### config.mk
export PLATFORM = sky130hd
export DESIGN_NAME = vote_tally_reader_flat
export DESIGN_NICKNAME = d
export VERILOG_FILES = /design/src/rtl/vote_tally_reader_if.sv /design/src/rtl/vote_tally_reader.sv /design/src/flat_wrapper.sv
export SDC_FILE = /design/constraint.sdc
export NUM_CORES = 1
export LEC_CHECK = 0
export CORE_ASPECT_RATIO = 2
export CORE_MARGIN = 3
export CORE_UTILIZATION = 60
export CTS_BUF_LIST = sky130_fd_sc_hd__clkbuf_8
export CTS_CLUSTER_DIAMETER = 150
export DETAILED_ROUTE_END_ITERATION = 6
export PLACE_DENSITY = 0.85
export SYNTH_ARGS = -nofsm -noshare
export SYNTH_HDL_FRONTEND = slang
export SYNTH_SLANG_ARGS = --single-unit
### constraint.sdc
create_clock -name clk -period 16.9 [get_ports clk]
set_input_delay 2.535 -clock clk [delete_from_list [all_inputs] [get_ports clk]]
set_output_delay 2.535 -clock clk [all_outputs]
set_load 0.05 [all_outputs]
### src/rtl/vote_tally_reader_if.sv
// rtl/vote_tally_reader_if.sv - vote BRAM read port and majority-class result stream
// VOTE_TALLY_CONF_EN adds cls_votes (winning class tally) to the result stream.
interface vote_tally_reader_if #(
  parameter int DEPTH_BIT = 10,
  parameter int N_CLASSES = 8,
  parameter int TREE_BIT  = 8
);
  localparam int CW = $clog2(N_CLASSES);

  logic                 rd_en;
  logic [DEPTH_BIT-1:0] rd_addr;
  logic [31:0]          rd_data;
  logic                 cls_vld;
  logic                 cls_rdy;
  logic [CW-1:0]        cls_val;
  logic [DEPTH_BIT-1:0] cls_sample;
`ifdef VOTE_TALLY_CONF_EN
  logic [TREE_BIT-1:0]  cls_votes;
`endif

  modport master (
    output rd_en, rd_addr, cls_vld, cls_val, cls_sample,
`ifdef VOTE_TALLY_CONF_EN
    output cls_votes,
`endif
    input  rd_data, cls_rdy
  );

  modport slave (
    input  rd_en, rd_addr, cls_vld, cls_val, cls_sample,
`ifdef VOTE_TALLY_CONF_EN
    input  cls_votes,
`endif
    output rd_data, cls_rdy
  );
endinterface

### src/rtl/vote_tally_reader.sv
// rtl/vote_tally_reader.sv - walks vote BRAM in samples of n_trees entries and streams the majority class
// VOTE_TALLY_CONF_EN adds cls_votes, the winning class tally held with cls_vld.
module vote_tally_reader #(
  parameter int RES_WIDTH = 16,
  parameter int DEPTH_BIT = 10,
  parameter int N_CLASSES = 8,
  parameter int TREE_BIT  = 8
) (
  input  logic                 clk,
  input  logic                 rst_n,
  input  logic                 start,
  input  logic [DEPTH_BIT-1:0] n_results,
  input  logic [TREE_BIT-1:0]  n_trees,
  output logic                 busy,
  output logic                 done,
  output logic [DEPTH_BIT-1:0] err_cnt,
  vote_tally_reader_if.master  bus
);
  localparam int CW = $clog2(N_CLASSES);
  localparam int SW = ((DEPTH_BIT > TREE_BIT) ? DEPTH_BIT : TREE_BIT) + 2;

  typedef enum logic [2:0] {IDLE, READ, DRAIN, EMIT, FINISH} state_t;
  state_t state;

  logic [DEPTH_BIT-1:0] nres_q;
  logic [TREE_BIT-1:0]  ntrees_q;
  logic [TREE_BIT-1:0]  rd_cnt;
  logic                 rd_en_q;
  logic [DEPTH_BIT-1:0] rd_addr_q;
  logic                 vld_d;
  logic                 cls_vld_q;
  logic [CW-1:0]        cls_val_q;
  logic [DEPTH_BIT-1:0] cls_sample_q;
  logic [TREE_BIT-1:0]  tally     [N_CLASSES];
  logic [TREE_BIT-1:0]  tally_nxt [N_CLASSES];
  logic [CW-1:0]        best_idx;
  logic [TREE_BIT-1:0]  best_cnt;

  logic [RES_WIDTH-1:0] res;
  logic                 res_ok;
  logic                 unused_rd_hi;
  logic [SW-1:0]        next_end;

  assign res          = bus.rd_data[RES_WIDTH-1:0];
  assign res_ok       = ({{(32-RES_WIDTH){1'b0}}, res} < 32'(N_CLASSES));
  assign unused_rd_hi = ^bus.rd_data[31:RES_WIDTH];
  // One past the last address the next sample would need.
  assign next_end     = SW'(rd_addr_q) + SW'(1) + SW'(ntrees_q);

  // Tally including the word returning this cycle, so DRAIN can emit without a bubble.
  always_comb begin
    for (int c = 0; c < N_CLASSES; c++) begin
      tally_nxt[c] = tally[c];
      if (vld_d && res_ok && (res[CW-1:0] == CW'(c)) && (tally[c] != '1))
        tally_nxt[c] = tally[c] + 1'b1;
    end
  end

  // Strict compare keeps the lowest index on ties.
  always_comb begin
    best_idx = '0;
    best_cnt = tally_nxt[0];
    for (int c = 1; c < N_CLASSES; c++) begin
      if (tally_nxt[c] > best_cnt) begin
        best_idx = CW'(c);
        best_cnt = tally_nxt[c];
      end
    end
  end

`ifdef VOTE_TALLY_CONF_EN
  logic [TREE_BIT-1:0] cls_votes_q;
  assign bus.cls_votes = cls_votes_q;
`endif

  always_ff @(posedge clk or negedge rst_n) begin
    if (!rst_n) begin
      state        <= IDLE;
      busy         <= 1'b0;
      done         <= 1'b0;
      err_cnt      <= '0;
      nres_q       <= '0;
      ntrees_q     <= '0;
      rd_cnt       <= '0;
      rd_en_q      <= 1'b0;
      rd_addr_q    <= '0;
      vld_d        <= 1'b0;
      cls_vld_q    <= 1'b0;
      cls_val_q    <= '0;
      cls_sample_q <= '0;
      for (int c = 0; c < N_CLASSES; c++) tally[c] <= '0;
`ifdef VOTE_TALLY_CONF_EN
      cls_votes_q  <= '0;
`endif
    end else begin
      vld_d <= rd_en_q;
      done  <= 1'b0;
      for (int c = 0; c < N_CLASSES; c++) tally[c] <= tally_nxt[c];
      if (vld_d && !res_ok && (err_cnt != '1)) err_cnt <= err_cnt + 1'b1;

      case (state)
        IDLE: begin
          if (start) begin
            nres_q       <= n_results;
            ntrees_q     <= n_trees;
            err_cnt      <= '0;
            cls_sample_q <= '0;
            rd_cnt       <= '0;
            rd_addr_q    <= '0;
            for (int c = 0; c < N_CLASSES; c++) tally[c] <= '0;
            if ((n_trees == '0) || (SW'(n_results) < SW'(n_trees))) begin
              done  <= 1'b1;
              state <= FINISH;
            end else begin
              busy    <= 1'b1;
              rd_en_q <= 1'b1;
              state   <= READ;
            end
          end
        end
        READ: begin
          if (rd_cnt == ntrees_q - 1'b1) begin
            rd_en_q <= 1'b0;
            state   <= DRAIN;
          end else begin
            rd_cnt    <= rd_cnt + 1'b1;
            rd_addr_q <= rd_addr_q + 1'b1;
          end
        end
        DRAIN: begin
          cls_vld_q   <= 1'b1;
          cls_val_q   <= best_idx;
`ifdef VOTE_TALLY_CONF_EN
          cls_votes_q <= best_cnt;
`endif
          state       <= EMIT;
        end
        EMIT: begin
          if (bus.cls_rdy) begin
            cls_vld_q    <= 1'b0;
            cls_sample_q <= cls_sample_q + 1'b1;
            for (int c = 0; c < N_CLASSES; c++) tally[c] <= '0;
            if (next_end > SW'(nres_q)) begin
              busy  <= 1'b0;
              done  <= 1'b1;
              state <= FINISH;
            end else begin
              rd_cnt    <= '0;
              rd_addr_q <= rd_addr_q + 1'b1;
              rd_en_q   <= 1'b1;
              state     <= READ;
            end
          end
        end
        FINISH: begin
          busy  <= 1'b0;
          state <= IDLE;
        end
        default: state <= IDLE;
      endcase
    end
  end

  assign bus.rd_en      = rd_en_q;
  assign bus.rd_addr    = rd_addr_q;
  assign bus.cls_vld    = cls_vld_q;
  assign bus.cls_val    = cls_val_q;
  assign bus.cls_sample = cls_sample_q;
endmodule

### src/flat_wrapper.sv
// flat-port wrapper written by rule: the top's interface ports become plain ports
module vote_tally_reader_flat 
#(
  parameter int RES_WIDTH = 16,
  parameter int DEPTH_BIT = 10,
  parameter int N_CLASSES = 8,
  parameter int TREE_BIT  = 8
)
  (clk, rst_n, start, n_results, n_trees, busy, done, err_cnt, bus_rd_en, bus_rd_addr, bus_cls_vld, bus_cls_val, bus_cls_sample, bus_rd_data, bus_cls_rdy);
  vote_tally_reader_if #(.DEPTH_BIT(DEPTH_BIT), .N_CLASSES(N_CLASSES), .TREE_BIT(TREE_BIT)) bus_i ();
  input  logic clk;
  input  logic rst_n;
  input  logic start;
  input  logic [DEPTH_BIT-1:0] n_results;
  input  logic [TREE_BIT-1:0] n_trees;
  output logic busy;
  output logic done;
  output logic [DEPTH_BIT-1:0] err_cnt;
  output wire logic [$bits(bus_i.rd_en)-1:0] bus_rd_en;
  output wire logic [$bits(bus_i.rd_addr)-1:0] bus_rd_addr;
  output wire logic [$bits(bus_i.cls_vld)-1:0] bus_cls_vld;
  output wire logic [$bits(bus_i.cls_val)-1:0] bus_cls_val;
  output wire logic [$bits(bus_i.cls_sample)-1:0] bus_cls_sample;
  input wire logic [$bits(bus_i.rd_data)-1:0] bus_rd_data;
  input wire logic [$bits(bus_i.cls_rdy)-1:0] bus_cls_rdy;
  assign bus_rd_en = bus_i.rd_en;
  assign bus_rd_addr = bus_i.rd_addr;
  assign bus_cls_vld = bus_i.cls_vld;
  assign bus_cls_val = bus_i.cls_val;
  assign bus_cls_sample = bus_i.cls_sample;
  assign bus_i.rd_data = bus_rd_data;
  assign bus_i.cls_rdy = bus_cls_rdy;
  vote_tally_reader #(.RES_WIDTH(RES_WIDTH), .DEPTH_BIT(DEPTH_BIT), .N_CLASSES(N_CLASSES), .TREE_BIT(TREE_BIT)) u_core (.clk(clk), .rst_n(rst_n), .start(start), .n_results(n_results), .n_trees(n_trees), .busy(busy), .done(done), .err_cnt(err_cnt), .bus(bus_i));
endmodule
==> impl_metrics.tcl, run 1 <==
set metrics [dict create \
    finalHoldViolations 0 \
    die_width_um 95.8 \
    yosys.cell_count.top_type "dfrtp_1" \
    numClockSinks 131 \
    routed_wirelength_um 26900 \
    setup_tns_ns 0 \
    detailedRoute.firstIterationViolations 526 \
    clockBufferDepth 2 \
    max_freq_mhz 61.7 \
    synth-seq-area-share_pct 33.9 \
    routed_via_density 6.03 \
    drt-pass1-iter-count 6 \
    worst_r2r_startpoint "u_core.tally[56]" \
    maximum_fanout_encountered_on_the_critical_timing_path 10 \
    grt_first_pass_wirelength_um 43000 \
    postSynthCellCount 1121 \
    worst_pin_slew_ns 1.02 \
    synthesis_to_finish_area_growth_pct 20.0 \
    placed_cell_area_um2 11000 \
    cell_internal_pwr_uw 491 \
    setup_violations 0 \
    route.vias.total 8830 \
    drive_gt1_share_pct 12.6 \
    numCtsBuffers 17 \
    net-switching-power_uw 144 \
    cts.clk_slew.worst_paths_ns 0.08 \
    htree_levels 4 \
    switching_share_pct 22.7 \
    grt_start_max_net_pins 81 \
    routedWlPerCell_um 18.3 \
    critical_path.n_buffers_inverters 7 \
    final_net_count 1393 \
    total_grt_usage_pct 31.4 \
    synth.top_cell.area_share_pct 33.9 \
    worst_hold_startpoint "u_core.bus.cls_vld" \
    fin_worst_skew_ns 0.0158 \
    antenna_cells 0 \
    placement.io_buffers 74 \
    hpwl_um 20900 \
    place_inst 1428 \
    latest_clock_arrival_within_the_worst_skew_pair_ns 0.46 \
    p_clk_share_pct 46.8 \
    final_core_utilization_pct 73.5 \
    yosysTopAreaCell "dfrtp_1" \
    floorplan.io_pins 91 \
    gp_congestion 1.02 \
    crit_path_start "bus_rd_data[4]" \
    crit_required_ns 17.23 \
    fin_cells 1464 \
    cap_viol_max_count 0 \
    initial_core_utilization_pct 61.3 \
    ctsHoldBuffers 0 \
    grt_overflow 0 \
    worst_case_setup_slack_after_placement_ns -0.164 \
    yosys_warnings 0 \
    worst_ep_arrival_time_ns 16.53 \
    min_path_type "flip-flop to flip-flop" \
    p_per_area_nw_per_um2 54.8 \
    hold_slack_ns 0.491 \
    core_region_area_um2 15800 \
    leakage_nw 5.92 \
    worst-r2r-setup-slack_ns 2.81 \
    syn-cell-area_um2 9670 \
    ys.flop_type "dfrtp_1" \
    syn-num-nets 1264 \
    syn_area_per_cell_um2 8.62 \
    number_of_nets_with_antenna_violations_after_routing 0 \
    max-slew-margin-rel_pct 32.2 \
    placementRows 65 \
    gate_power_share_pct 3.9 \
    synth_edf_count 0 \
    min_period_over_period_pct 95.9 \
    asr_flop_ratio_synth_pct 100 \
    dominant_cells_by_area_after_synthesis "dfrtp_1 34%, ha_1 11%, nor2_1 4.6%, nand2_1 4.6%, xnor2_1 4.5%" \
    final_design_area_no_fill_um2 11600 \
    fillers 1163 \
    remaining_drc_errors 0 \
    outcome "finished clean" \
    maximum_single_stage_delay_on_the_critical_path_ns 0.44 \
    number_of_unique_standard_cell_types_used_by_synthesis 79 \
    die_area_um2 17800 \
    final_critical_path_setup_slack_ns 0.697 \
    clk_root_buffer_cell "clkbuf_8" \
    ir_worst_vdd_v 0.0000697 \
    critPathKind "primary input to flip-flop" \
    worst_path_dominant_cell_family "compound AO/OA/AOI/OAI gates" \
    seq_power_share_pct 49.3 \
    setup.worst_path.end_class "flip-flop" \
    ys_ff_latch 131 \
    die_height_um 186 \
    critPathLaunchType "primary input" \
    tritoncts "built" \
    finalMaxSlewViolations 0 \
    synth.cells.most_frequent "131 x dfrtp_1, 119 x nor2_1, 118 x nand2_1, 89 x inv_1, 88 x ha_1" \
    critical-path-slowest-cell "clkdlybuf4s50_1" \
    antenna_found_initial 0 \
    grt_pass1_vias 9257 \
    time_the_worst_path_needs_with_i_o_delays_and_setup_ns 16.20 \
    report.power.total_uw 635 \
]
-- placed cells by master (no fill, tap or decap), types with 4 or more instances in the layout --
cell / synthesis / final
a211oi_1: 6 / 5
a21boi_0: 7 / 7
a21o_1: 18 / 18
a21oi_1: 31 / 27
a21oi_2: 1 / 5
a31oi_1: 6 / 6
and2_1: 9 / 8
and3_1: 15 / 14
and4_1: 7 / 5
buf_4: 1 / 66
clkbuf_8: 0 / 22
clkdlybuf4s50_1: 0 / 73
clkinvlp_4: 0 / 4
dfrtp_1: 131 / 131
ha_1: 88 / 88
inv_1: 89 / 89
mux2_2: 8 / 8
mux2i_1: 22 / 19
nand2_1: 118 / 117
nand2b_1: 6 / 6
nand3_1: 46 / 45
nand4_1: 37 / 37
nor2_1: 119 / 117
nor2b_1: 26 / 26
nor3_1: 14 / 14
o211ai_1: 9 / 9
o21a_1: 15 / 15
o21ai_0: 73 / 66
o21ai_1: 1 / 7
o221ai_1: 4 / 4
o22ai_1: 8 / 8
o31ai_1: 4 / 4
or2_2: 6 / 6
or3_1: 7 / 6
xnor2_1: 50 / 49
xor2_1: 49 / 48
-- state kept, by name (all words and copies together), names as in the netlist --
name                   flops
u_core.bus.rd_addr        10
u_core.vld_d               1
u_core.state               3
u_core.tally              64
u_core.err_cnt            10
u_core.rd_cnt              8
u_core.bus.cls_vld         1
u_core.bus.cls_sample     10
u_core.nres_q             10
u_core.bus.rd_en           1
u_core.done                1
u_core.busy                1
u_core.ntrees_q            8
u_core.bus.cls_val         3
-- power by group through the flow --
stage	clock, mW	combinational, mW	sequential, mW
detailed placement	0	0.0250	0.319
global placement	0	0.0243	0.319
CTS	0.300	0.0251	0.313
finish	0.297	0.0249	0.313
floorplan	0	0.00469	0.319
global route	0.311	0.0272	0.313
-- metal layers --
| metal | vias up | wire (um) | GRT usage [%] |
|---|---|---|---|
| li1 | 4183 | - | - |
| met1 | 4248 | 8890 | 28.9 |
| met2 | 275 | 14900 | 58.9 |
| met3 | 124 | 850 | 4.00 |
| met4 | 0 | 2230 | 25.0 |
| met5 | - | 0 | 0 |
-- path summary, 6_finish.rpt --
kind	end	cells after the start
max in group asynchronous	u_core.state[1]	2
min	u_core.bus.cls_vld	1
min reg2reg	u_core.bus.cls_vld	1
max reg2reg	u_core.bus.cls_val[0]	72
min in group asynchronous	u_core.tally[43]	1
max	u_core.bus.cls_val[0]	72
-- repair_timing --
action,in CTS,in global routing
gates resized for setup,0,35
buffers inserted,0,4
setup endpoints to repair,0,3
-- layout make-up --
type | instances | area [um2] | share of cell area (%)
clock inverter | 10 | 146 | 1.26
sequential | 131 | 3280 | 28.3
multi-input combinational | 869 | 6040 | 52.0
inverter | 90 | 338 | 2.91
timing repair buffer | 141 | 1250 | 10.8
tap | 201 | 251 | 2.17
clock buffer | 22 | 303 | 2.61
-- cells by family after synthesis --
logic type | count (synthesis) | share of synthesized area (%)
buffers and inverters | 121 | 4.87
flip-flops | 131 | 33.9
multiplexers | 32 | 3.52
AND/OR/NAND/NOR | 428 | 21.7
adder cells (fa/ha/maj) | 91 | 11.8
XOR/XNOR | 100 | 9.14
AO/OA/AOI/OAI | 218 | 15.0
Power figures use the tool's default switching activity.
==> run 2, diff against run 1 <==
- DONT_BUFFER_PORTS: not set -> 1
- PLACE_DENSITY: 0.85 -> 0.78
==> run 2 against run 1 <==
Effect of this change: flip-flop and latch count did not move; via count is 7.2% lower; first-iteration DRC count shrank 51%; fmax grew 1.0%; highest routed layer unchanged.
==> impl_metrics.tcl, run 2 (same netlist as run 1, synthesis figures left out) <==
set metrics [dict create \
    latest_clock_arrival_within_the_worst_skew_pair_ns 0.47 \
    floorplan.io_pins 91 \
    worst_pin_slew_ns 0.879 \
    critPathLaunchType "primary input" \
    numCtsBuffers 17 \
    min_period_over_period_pct 94.9 \
    number_of_flip_flops_under_the_largest_register_name 64 \
    routed_via_density 6.05 \
    route.vias.total 8191 \
    fin_worst_skew_ns 0.0171 \
    setup_violations 0 \
    worst_case_setup_slack_after_placement_ns -0.304 \
    total_grt_usage_pct 30.1 \
    routed_wirelength_um 25200 \
    finalHoldViolations 0 \
    tritoncts "built" \
    antenna_cells 0 \
    grt_pass1_vias 8432 \
    die_height_um 186 \
    crit_required_ns 17.25 \
    worst_r2r_path_depth 69 \
    max_freq_mhz 62.4 \
    time_the_worst_path_needs_with_i_o_delays_and_setup_ns 16.04 \
    worst-r2r-setup-slack_ns 2.32 \
    critPathKind "primary input to flip-flop" \
    seq_power_share_pct 52.5 \
    grt_overflow 0 \
    drive_gt1_share_pct 10.1 \
    gate_power_share_pct 1.1 \
    synthesis_to_finish_area_growth_pct 8.92 \
    detailedRoute.firstIterationViolations 256 \
    clk_root_buffer_cell "clkbuf_8" \
    worst_ep_arrival_time_ns 16.39 \
    worst_r2r_startpoint "u_core.tally[56]" \
    clockBufferDepth 2 \
    setup_tns_ns 0 \
    final_net_count 1282 \
    registers.top_by_ff_count "u_core.tally" \
    worst_hold_startpoint "u_core.nres_q[0]" \
    ir_worst_vdd_v 0.0000575 \
    drt-pass1-iter-count 6 \
    layout_commonest_cell "dfrtp_1" \
    cap_viol_max_count 0 \
    finalMaxSlewViolations 0 \
    remaining_drc_errors 0 \
    die_width_um 95.8 \
    holdPathEnd "u_core.nres_q[0]" \
    grt_first_pass_wirelength_um 40900 \
    setup.worst_path.end_class "flip-flop" \
    antenna_found_initial 0 \
    maximum_fanout_encountered_on_the_critical_timing_path 12 \
    initial_core_utilization_pct 61.3 \
    layout.cells.most_common_list "131 x dfrtp_1, 118 x nor2_1, 117 x nand2_1" \
    hpwl_um 19300 \
    maximum_single_stage_delay_on_the_critical_path_ns 0.43 \
    routedWlPerCell_um 18.6 \
    placement.io_buffers 0 \
    switching_share_pct 24.1 \
    placementRows 65 \
    gp_congestion 0.927 \
    net-switching-power_uw 144 \
    min_path_type "flip-flop to flip-flop" \
    p_clk_share_pct 46.4 \
    grt_start_max_net_pins 132 \
    outcome "finished clean" \
    critical-path-slowest-cell "or3_4" \
    die_area_um2 17800 \
    critical-path-top-cell-by-count "ha_1" \
    max-slew-margin-rel_pct 41.0 \
    leakage_nw 5.44 \
    numClockSinks 131 \
    final_critical_path_setup_slack_ns 0.864 \
    reg2reg_to "u_core.bus.cls_val[0]" \
    p_per_area_nw_per_um2 56.6 \
    htree_levels 4 \
    core_region_area_um2 15800 \
    cts.clk_slew.worst_paths_ns 0.09 \
    cell_internal_pwr_uw 453 \
    number_of_nets_with_antenna_violations_after_routing 0 \
    worstHoldPathCells 2 \
]
[run 2: changes by cell type in the layout (fill, tap and decap cells not counted), sizes merged, moves of 2 or more]
cell	previous run	this run
buf	68	30
clkbuf	22	18
inv	91	93
clkdlybuf4s50	73	0
clkinv	2	6
[run 2: metal layers]
layer  global-route usage, %  vias up  part of all wire (%)
met1                    29.1     3911                    34
met5                       0        -                     0
met2                    55.7      215                    56
li1                        -     3967                     -
met3                    5.74       98                   3.6
met4                    19.9        0                   7.0
[run 2: what timing repair did]
| item | CTS | global route |
|---|---|---|
| hold buffers | 0 | 0 |
| gates resized for setup | 0 | 31 |
| endpoints found under the hold margin | 0 | 0 |
| setup buffers | 0 | 8 |
| endpoints found under the setup margin | 0 | 3 |
[run 2: area by class of cell]
type / count / area (um2)
clock buffers: 18 / 248
multi-input cells: 869 / 6030
repair buffers: 30 / 233
clock inverters: 14 / 153
fillers: 1374 / 5250
inverters: 90 / 338
flip-flops and latches: 131 / 3280
well taps: 201 / 251
[run 2: worst max-delay path, delay by kind of cell]
family / cells / cell delay (ns)
XOR/XNOR: 1 / 0.16
adder cells (fa/ha/maj): 7 / 2.12
AND/OR/NAND/NOR: 19 / 3.80
buffers and inverters: 4 / 0.61
multiplexers: 4 / 1.19
AO/OA/AOI/OAI: 33 / 5.96
[run 2: how the worst max path moves through the flow]
stage / start / to / slack [ns] / cells past startpoint
after floorplan: bus_rd_data[6] / u_core.bus.cls_val[0] / 0.87 / 69
after global placement: bus_rd_data[11] / u_core.bus.cls_val[0] / -0.17 / 70
after detailed placement: bus_rd_data[6] / u_core.bus.cls_val[0] / -0.30 / 73
after CTS: bus_rd_data[6] / u_core.bus.cls_val[0] / 0.13 / 73
after global routing: bus_rd_data[11] / u_core.bus.cls_val[2] / -0.01 / 68
final: bus_rd_data[11] / u_core.bus.cls_val[0] / 0.86 / 68
[run 2: power groups by stage]
| stage | Combinational (mW) | Clock (mW) | Sequential (mW) |
|---|---|---|---|
| 4_1_cts | 0.00668 | 0.282 | 0.313 |
| 3_5_place_dp | 0.00661 | 0 | 0.319 |
| 3_3_place_gp | 0.00636 | 0 | 0.319 |
| 6_report | 0.00674 | 0.276 | 0.313 |
| 2_1_floorplan | 0.00469 | 0 | 0.319 |
| 5_1_grt | 0.00765 | 0.295 | 0.313 |
[run 2: through the flow]
step | cell area, um2 | total power, mW | hold slack, ns | cells | utilization [%]
finish | 10500 | 0.596 | 0.489 | 1353 | 66.7
CTS | 10400 | 0.601 | 0.492 | 1345 | 65.6
detailed placement | 9950 | 0.326 | 0.470 | 1313 | 63.1
global placement | 9950 | 0.326 | 0.468 | 1313 | 63.1
floorplan | 9670 | 0.324 | 0.452 | 1121 | -
global route | 10500 | 0.616 | 0.531 | 1353 | 66.7
